==> src/rtl/mips_multicycle_controller_if.sv <==
// rtl/mips_multicycle_controller_if.sv - control bus between the multicycle MIPS controller and datapath
//
// Purpose: bundles the opcode/handshake inputs and every datapath control
// output of the main control FSM.
// Ports (signals):
//   Op[5:0], MemReady                      datapath -> controller
//   IorD, MemWrite, IRWrite, RegDst,
//   MemtoReg, RegWrite, ALUSrcA,
//   ALUSrcB[1:0], ALUOp[1:0], PCSrc[1:0],
//   PCWrite, Branch, IllegalOp, State[3:0] controller -> datapath
// Modports: master = controller side, slave = datapath side.
interface mips_multicycle_controller_if;
   logic [5:0] Op;
   logic       MemReady;
   logic       IorD;
   logic       MemWrite;
   logic       IRWrite;
   logic       RegDst;
   logic       MemtoReg;
   logic       RegWrite;
   logic       ALUSrcA;
   logic [1:0] ALUSrcB;
   logic [1:0] ALUOp;
   logic [1:0] PCSrc;
   logic       PCWrite;
   logic       Branch;
   logic       IllegalOp;
   logic [3:0] State;

   modport master (
      input  Op, MemReady,
      output IorD, MemWrite, IRWrite, RegDst, MemtoReg, RegWrite, ALUSrcA,
             ALUSrcB, ALUOp, PCSrc, PCWrite, Branch, IllegalOp, State
   );

   modport slave (
      output Op, MemReady,
      input  IorD, MemWrite, IRWrite, RegDst, MemtoReg, RegWrite, ALUSrcA,
             ALUSrcB, ALUOp, PCSrc, PCWrite, Branch, IllegalOp, State
   );
endinterface

==> src/rtl/mips_multicycle_controller.sv <==
// rtl/mips_multicycle_controller.sv - main control FSM of the multicycle MIPS datapath
//
// Purpose: sequences fetch/decode/execute/memory/writeback from the opcode
// and drives the datapath enables and muxes; stalls on MemReady in FETCH,
// MEMRD and MEMWR.
// Ports:
//   clk    rising-edge clock
//   reset  asynchronous active-high, forces FETCH
//   ctl    controller side of mips_multicycle_controller_if (see that file)
module mips_multicycle_controller (
   input  logic                           clk,
   input  logic                           reset,
   mips_multicycle_controller_if.master   ctl
);

   localparam logic [5:0] OP_RTYPE = 6'b000000;
   localparam logic [5:0] OP_LW    = 6'b100011;
   localparam logic [5:0] OP_SW    = 6'b101011;
   localparam logic [5:0] OP_BEQ   = 6'b000100;
   localparam logic [5:0] OP_ADDI  = 6'b001000;
   localparam logic [5:0] OP_J     = 6'b000010;

   typedef enum logic [3:0] {
      S_FETCH   = 4'd0,
      S_DECODE  = 4'd1,
      S_MEMADR  = 4'd2,
      S_MEMRD   = 4'd3,
      S_MEMWB   = 4'd4,
      S_MEMWR   = 4'd5,
      S_EXECUTE = 4'd6,
      S_ALUWB   = 4'd7,
      S_BRANCH  = 4'd8,
      S_ADDIEX  = 4'd9,
      S_ADDIWB  = 4'd10,
      S_JUMP    = 4'd11
   } state_e;

   state_e state_q, state_d;

   // Asynchronous reset: write strobes decode from state_q, so they drop
   // the moment reset rises rather than at the next edge.
   always_ff @(posedge clk or posedge reset) begin
      if (reset) begin
         state_q <= S_FETCH;
      end else begin
         state_q <= state_d;
      end
   end

   always_comb begin
      state_d       = S_FETCH;
      ctl.IorD      = 1'b0;
      ctl.MemWrite  = 1'b0;
      ctl.IRWrite   = 1'b0;
      ctl.RegDst    = 1'b0;
      ctl.MemtoReg  = 1'b0;
      ctl.RegWrite  = 1'b0;
      ctl.ALUSrcA   = 1'b0;
      ctl.ALUSrcB   = 2'b00;
      ctl.ALUOp     = 2'b00;
      ctl.PCSrc     = 2'b00;
      ctl.PCWrite   = 1'b0;
      ctl.Branch    = 1'b0;
      ctl.IllegalOp = 1'b0;
      ctl.State     = state_q;

      case (state_q)
         S_FETCH: begin
            // PC+4 is computed every cycle; IR and PC only load once memory
            // has actually returned the instruction.
            ctl.ALUSrcB = 2'b01;
            ctl.IRWrite = ctl.MemReady;
            ctl.PCWrite = ctl.MemReady;
            state_d     = ctl.MemReady ? S_DECODE : S_FETCH;
         end
         S_DECODE: begin
            // Branch target precomputed into ALUOut while the opcode decodes.
            ctl.ALUSrcB = 2'b11;
            case (ctl.Op)
               OP_LW, OP_SW: state_d = S_MEMADR;
               OP_RTYPE:     state_d = S_EXECUTE;
               OP_BEQ:       state_d = S_BRANCH;
               OP_ADDI:      state_d = S_ADDIEX;
               OP_J:         state_d = S_JUMP;
               default: begin
                  ctl.IllegalOp = 1'b1;
                  state_d       = S_FETCH;
               end
            endcase
         end
         S_MEMADR: begin
            ctl.ALUSrcA = 1'b1;
            ctl.ALUSrcB = 2'b10;
            state_d     = (ctl.Op == OP_LW) ? S_MEMRD : S_MEMWR;
         end
         S_MEMRD: begin
            ctl.IorD = 1'b1;
            state_d  = ctl.MemReady ? S_MEMWB : S_MEMRD;
         end
         S_MEMWB: begin
            ctl.MemtoReg = 1'b1;
            ctl.RegWrite = 1'b1;
            state_d      = S_FETCH;
         end
         S_MEMWR: begin
            // Strobe stays up for the whole stall, not just the ready cycle.
            ctl.IorD     = 1'b1;
            ctl.MemWrite = 1'b1;
            state_d      = ctl.MemReady ? S_FETCH : S_MEMWR;
         end
         S_EXECUTE: begin
            ctl.ALUSrcA = 1'b1;
            ctl.ALUOp   = 2'b10;
            state_d     = S_ALUWB;
         end
         S_ALUWB: begin
            ctl.RegDst   = 1'b1;
            ctl.RegWrite = 1'b1;
            state_d      = S_FETCH;
         end
         S_BRANCH: begin
            ctl.ALUSrcA = 1'b1;
            ctl.ALUOp   = 2'b01;
            ctl.PCSrc   = 2'b01;
            ctl.Branch  = 1'b1;
            state_d     = S_FETCH;
         end
         S_ADDIEX: begin
            ctl.ALUSrcA = 1'b1;
            ctl.ALUSrcB = 2'b10;
            state_d     = S_ADDIWB;
         end
         S_ADDIWB: begin
            ctl.RegWrite = 1'b1;
            state_d      = S_FETCH;
         end
         S_JUMP: begin
            ctl.PCSrc   = 2'b10;
            ctl.PCWrite = 1'b1;
            state_d     = S_FETCH;
         end
         default: begin
            // Encodings 12-15: all outputs stay 0, recover to FETCH.
            state_d = S_FETCH;
         end
      endcase
   end

endmodule

==> src/flat_wrapper.sv <==
// flat-port wrapper written by rule: the top's interface ports become plain ports
module mips_multicycle_controller_flat 
  (clk, reset, ctl_Op, ctl_MemReady, ctl_IorD, ctl_MemWrite, ctl_IRWrite, ctl_RegDst, ctl_MemtoReg, ctl_RegWrite, ctl_ALUSrcA, ctl_ALUSrcB, ctl_ALUOp, ctl_PCSrc, ctl_PCWrite, ctl_Branch, ctl_IllegalOp, ctl_State);
  mips_multicycle_controller_if ctl_i ();
  input  logic clk;
  input  logic reset;
  input wire logic [$bits(ctl_i.Op)-1:0] ctl_Op;
  input wire logic [$bits(ctl_i.MemReady)-1:0] ctl_MemReady;
  output wire logic [$bits(ctl_i.IorD)-1:0] ctl_IorD;
  output wire logic [$bits(ctl_i.MemWrite)-1:0] ctl_MemWrite;
  output wire logic [$bits(ctl_i.IRWrite)-1:0] ctl_IRWrite;
  output wire logic [$bits(ctl_i.RegDst)-1:0] ctl_RegDst;
  output wire logic [$bits(ctl_i.MemtoReg)-1:0] ctl_MemtoReg;
  output wire logic [$bits(ctl_i.RegWrite)-1:0] ctl_RegWrite;
  output wire logic [$bits(ctl_i.ALUSrcA)-1:0] ctl_ALUSrcA;
  output wire logic [$bits(ctl_i.ALUSrcB)-1:0] ctl_ALUSrcB;
  output wire logic [$bits(ctl_i.ALUOp)-1:0] ctl_ALUOp;
  output wire logic [$bits(ctl_i.PCSrc)-1:0] ctl_PCSrc;
  output wire logic [$bits(ctl_i.PCWrite)-1:0] ctl_PCWrite;
  output wire logic [$bits(ctl_i.Branch)-1:0] ctl_Branch;
  output wire logic [$bits(ctl_i.IllegalOp)-1:0] ctl_IllegalOp;
  output wire logic [$bits(ctl_i.State)-1:0] ctl_State;
  assign ctl_i.Op = ctl_Op;
  assign ctl_i.MemReady = ctl_MemReady;
  assign ctl_IorD = ctl_i.IorD;
  assign ctl_MemWrite = ctl_i.MemWrite;
  assign ctl_IRWrite = ctl_i.IRWrite;
  assign ctl_RegDst = ctl_i.RegDst;
  assign ctl_MemtoReg = ctl_i.MemtoReg;
  assign ctl_RegWrite = ctl_i.RegWrite;
  assign ctl_ALUSrcA = ctl_i.ALUSrcA;
  assign ctl_ALUSrcB = ctl_i.ALUSrcB;
  assign ctl_ALUOp = ctl_i.ALUOp;
  assign ctl_PCSrc = ctl_i.PCSrc;
  assign ctl_PCWrite = ctl_i.PCWrite;
  assign ctl_Branch = ctl_i.Branch;
  assign ctl_IllegalOp = ctl_i.IllegalOp;
  assign ctl_State = ctl_i.State;
  mips_multicycle_controller u_core (.clk(clk), .reset(reset), .ctl(ctl_i));
endmodule
==> config.mk <==
export PLATFORM = sky130hd
export DESIGN_NAME = mips_multicycle_controller_flat
export DESIGN_NICKNAME = d
export VERILOG_FILES = /design/src/rtl/mips_multicycle_controller_if.sv /design/src/rtl/mips_multicycle_controller.sv /design/src/flat_wrapper.sv
export SDC_FILE = /design/constraint.sdc
export NUM_CORES = 1
export LEC_CHECK = 0
export BUFFER_PORTS_ARGS = -buffer_cell sky130_fd_sc_hd__buf_2
export CORE_MARGIN = 1
export CORE_UTILIZATION = 40
export CTS_BUF_LIST = sky130_fd_sc_hd__clkbuf_16
export CTS_CLUSTER_SIZE = 30
export DETAILED_ROUTE_END_ITERATION = 12
export PLACE_DENSITY_LB_ADDON = 0.3
export SLEW_MARGIN = 25
export SYNTH_ARGS = -nofsm -noshare
export SYNTH_HDL_FRONTEND = slang
export SYNTH_SLANG_ARGS = --single-unit
==> constraint.sdc <==
create_clock -name clk -period 1.25 [get_ports clk]
set_input_delay 0.25 -clock clk [delete_from_list [all_inputs] [get_ports clk]]
set_output_delay 0.25 -clock clk [all_outputs]
set_load 0.005 [all_outputs]
==> out/metrics.csv <==
metric,value,unit
p_leak,0.000594,uW
final_cells,147,
crit_family,flip-flops,
worst_pin_slew,387,ps
p_sw,360,uW
fp.coreArea,0.00135,sq mm
clk_pin_slew_worst_paths,30,ps
antenna_cells,0,
grt.overflow.total,0,
rsz0062_at_grt,yes,
htree_num_levels,1,
portBuffers,28,
area_delta_synth_final,103,%
ys.flop_type,dfrtp_1,
grt_pass1_vias,752,
largest_register_ffs,4,
max-cap-violations,0,
cts_tree,done,
dp.cells,135,
path_max_fanout,8,
cp_slowest_cell,dfrtp_2,
slew_viol_final,0,
cp_num_buf_inv,1,
dieWidth,40.9,um
cp.depth,4,
place_congestion,0.870,
cts_buffer_depth,2,
relSlewSlack,74.0,%
start_util,44.9,%
p_int,796,uW
setup_viol,22,
yosysWarnings,0,
critPathLaunchType,register,
hold_violations,0,
hp-class,input port to asynchronous set/reset pin,
top_level_ports,29,
vias_per_cell,5.73,
max-vdd-ir-drop,0.000917,V
fin_crit,1610,ps
total_power,1160,uW
worst_slack,-363,ps
dr.pass1.iters,4,
clock-root-buffer,clkbuf_16,
p_clk_share,46.3,%
period_share,129,%
max_clock_freq,0.620,GHz
antenna_found_initial,0,
async_flop_share,100,%
cpPeakStageDelay,480,ps
ys_types,37,
synth_edf_count,0,
drc,0,
status,"finished, violations left",
finClkSkew,0.105,ps
grt_max_degree,12,
clk_latency,230,ps
path_class,register to output pin,
first_iter_violations,26,
fill_cells,58,
dp_hpwl,1.46,mm
seqPwrFrac,14.7,%
ys_seq_elements,4,
drt_wl_total,2.68,mm
final_nets,142,
cts_buffers,3,
vias,842,
dieArea,0.00167,sq mm
arrival,1360,ps
path_cells,"nand2b_4, mux2i_1, a21o_1, buf_2",
crit_required,1000,ps
fin_hold_ws,470,ps
reg2reg_depth,5,
syn_area,606,sq um
wl_per_cell,18.2,um
grtUsageTotal,31.3,%
ant_nets,0,
syn_avg_cell_area,7.86,sq um
placementRows,13,
yosysSeqAreaShare,16.5,%
chipHeight,40.9,um
synthesis.nets,86,
layout-drive-gt1-share,70.5,%
violations,negative setup slack,
endpoint_kind,output pin,
combPwrFrac,39.1,%
synthCells,77,
power_density,941,mW/mm^2
switching_share,31.1,%
clock_sinks,4,
grt_pass1_wl,3.34,mm
-- placed cells by master (no fill, tap or decap), drive strengths merged, types with 2 or more instances in the layout --
cell    count
nor2        7
dfrtp       4
nor4b       2
o211ai      4
nand2       3
a211oi      2
and3        4
o21ai       3
nor3        8
buf        58
nor4        3
nand2b      5
inv         3
clkbuf      3
xor2        3
a21oi       2
nand3       4
-- cells in the mapped netlist, drive strengths merged, types with 2 or more instances --
library cell / n / area share [%]
nand2: 3 / 1.9
o211ai: 4 / 5.8
nand3: 4 / 3.3
and3: 4 / 4.1
buf: 7 / 8.7
inv: 2 / 1.2
a211oi: 2 / 3.3
nor4b: 2 / 6.4
xor2: 3 / 4.3
nor2: 7 / 4.3
o21ai: 3 / 2.5
nand2b: 5 / 5.2
nor3: 8 / 7.4
dfrtp: 4 / 17
nor4: 3 / 5.2
a21oi: 2 / 1.7
-- power by group through the flow --
stage | Clock, uW | Sequential (uW) | Combinational [uW]
6_report | 535 | 170 | 452
5_1_grt | 555 | 171 | 483
3_3_place_gp | 0 | 162 | 323
2_1_floorplan | 0 | 154 | 206
3_5_place_dp | 0 | 164 | 330
4_1_cts | 522 | 167 | 392
-- logic make-up (layout without fill, tap and decap cells) --
group / Yosys count / after routing / share of synthesized area, %
flops: 4 / 4 / 16.5
mux: 1 / 1 / 1.65
simple gates: 43 / 43 / 46.7
buf+inv: 10 / 65 / 10.5
xor+xnor: 3 / 3 / 4.34
compound gates: 16 / 16 / 20.2
-- through the flow --
stage	util [%]	setup WS (ps)	instance area (sq um)	TNS [ps]
after detailed placement	68.1	-126	920	-1110
final	91.0	-363	1230	-4600
after global placement	68.1	-83.2	920	-654
after floorplan	-	-8.91	667	-13.9
after global routing	91.0	-389	1230	-5580
after CTS	84.2	-314	1140	-4440
-- tightest hold or removal path: cells and delay by family --
family	cells	cell delay [ps]
buffers and inverters	3	800
-- cell type report --
cell class | instances | area, sq um | area share [%]
repair buffers | 59 | 434 | 35.3
inverters | 2 | 7.51 | 0.611
well taps | 15 | 18.8 | 1.53
flip-flops and latches | 4 | 105 | 8.55
clock inverters | 1 | 3.75 | 0.305
clock buffers | 3 | 75.1 | 6.11
multi-input cells | 63 | 584 | 47.6
-- timing repair --
item | 4_1_cts | 5_1_grt
hold endpoints to repair | 4 | 0
pin swaps | 10 | 9
gates cloned | 0 | 0
endpoints found under the setup margin | 21 | 22
resized for setup | 23 | 17
setup buffers | 3 | 4
hold buffers | 1 | 0
-- worst paths after layout --
| kind | start | endpoint | slack (ps) |
|---|---|---|---|
| worst max-delay path | u_core.ctl.State[3] | ctl_RegWrite | -360 |
| worst min register to register | u_core.ctl.State[2] | u_core.ctl.State[3] | 680 |
| worst max register to register | u_core.ctl.State[1] | u_core.ctl.State[2] | -170 |
| min in group clk | ctl_Op[4] | u_core.ctl.State[0] | 470 |
| max in group asynchronous | reset | u_core.ctl.State[2] | 610 |
| worst min-delay path | reset | u_core.ctl.State[1] | 470 |
-- metal layers --
metal | share of wire (%) | GRT usage, % | wire [um]
met3 | 4.4 | 3.80 | 118
met1 | 39 | 35.2 | 1050
met2 | 54 | 56.3 | 1440
met5 | 0 | 0 | 0
met4 | 2.5 | 16.7 | 67
(Power assumes the default switching activity.)
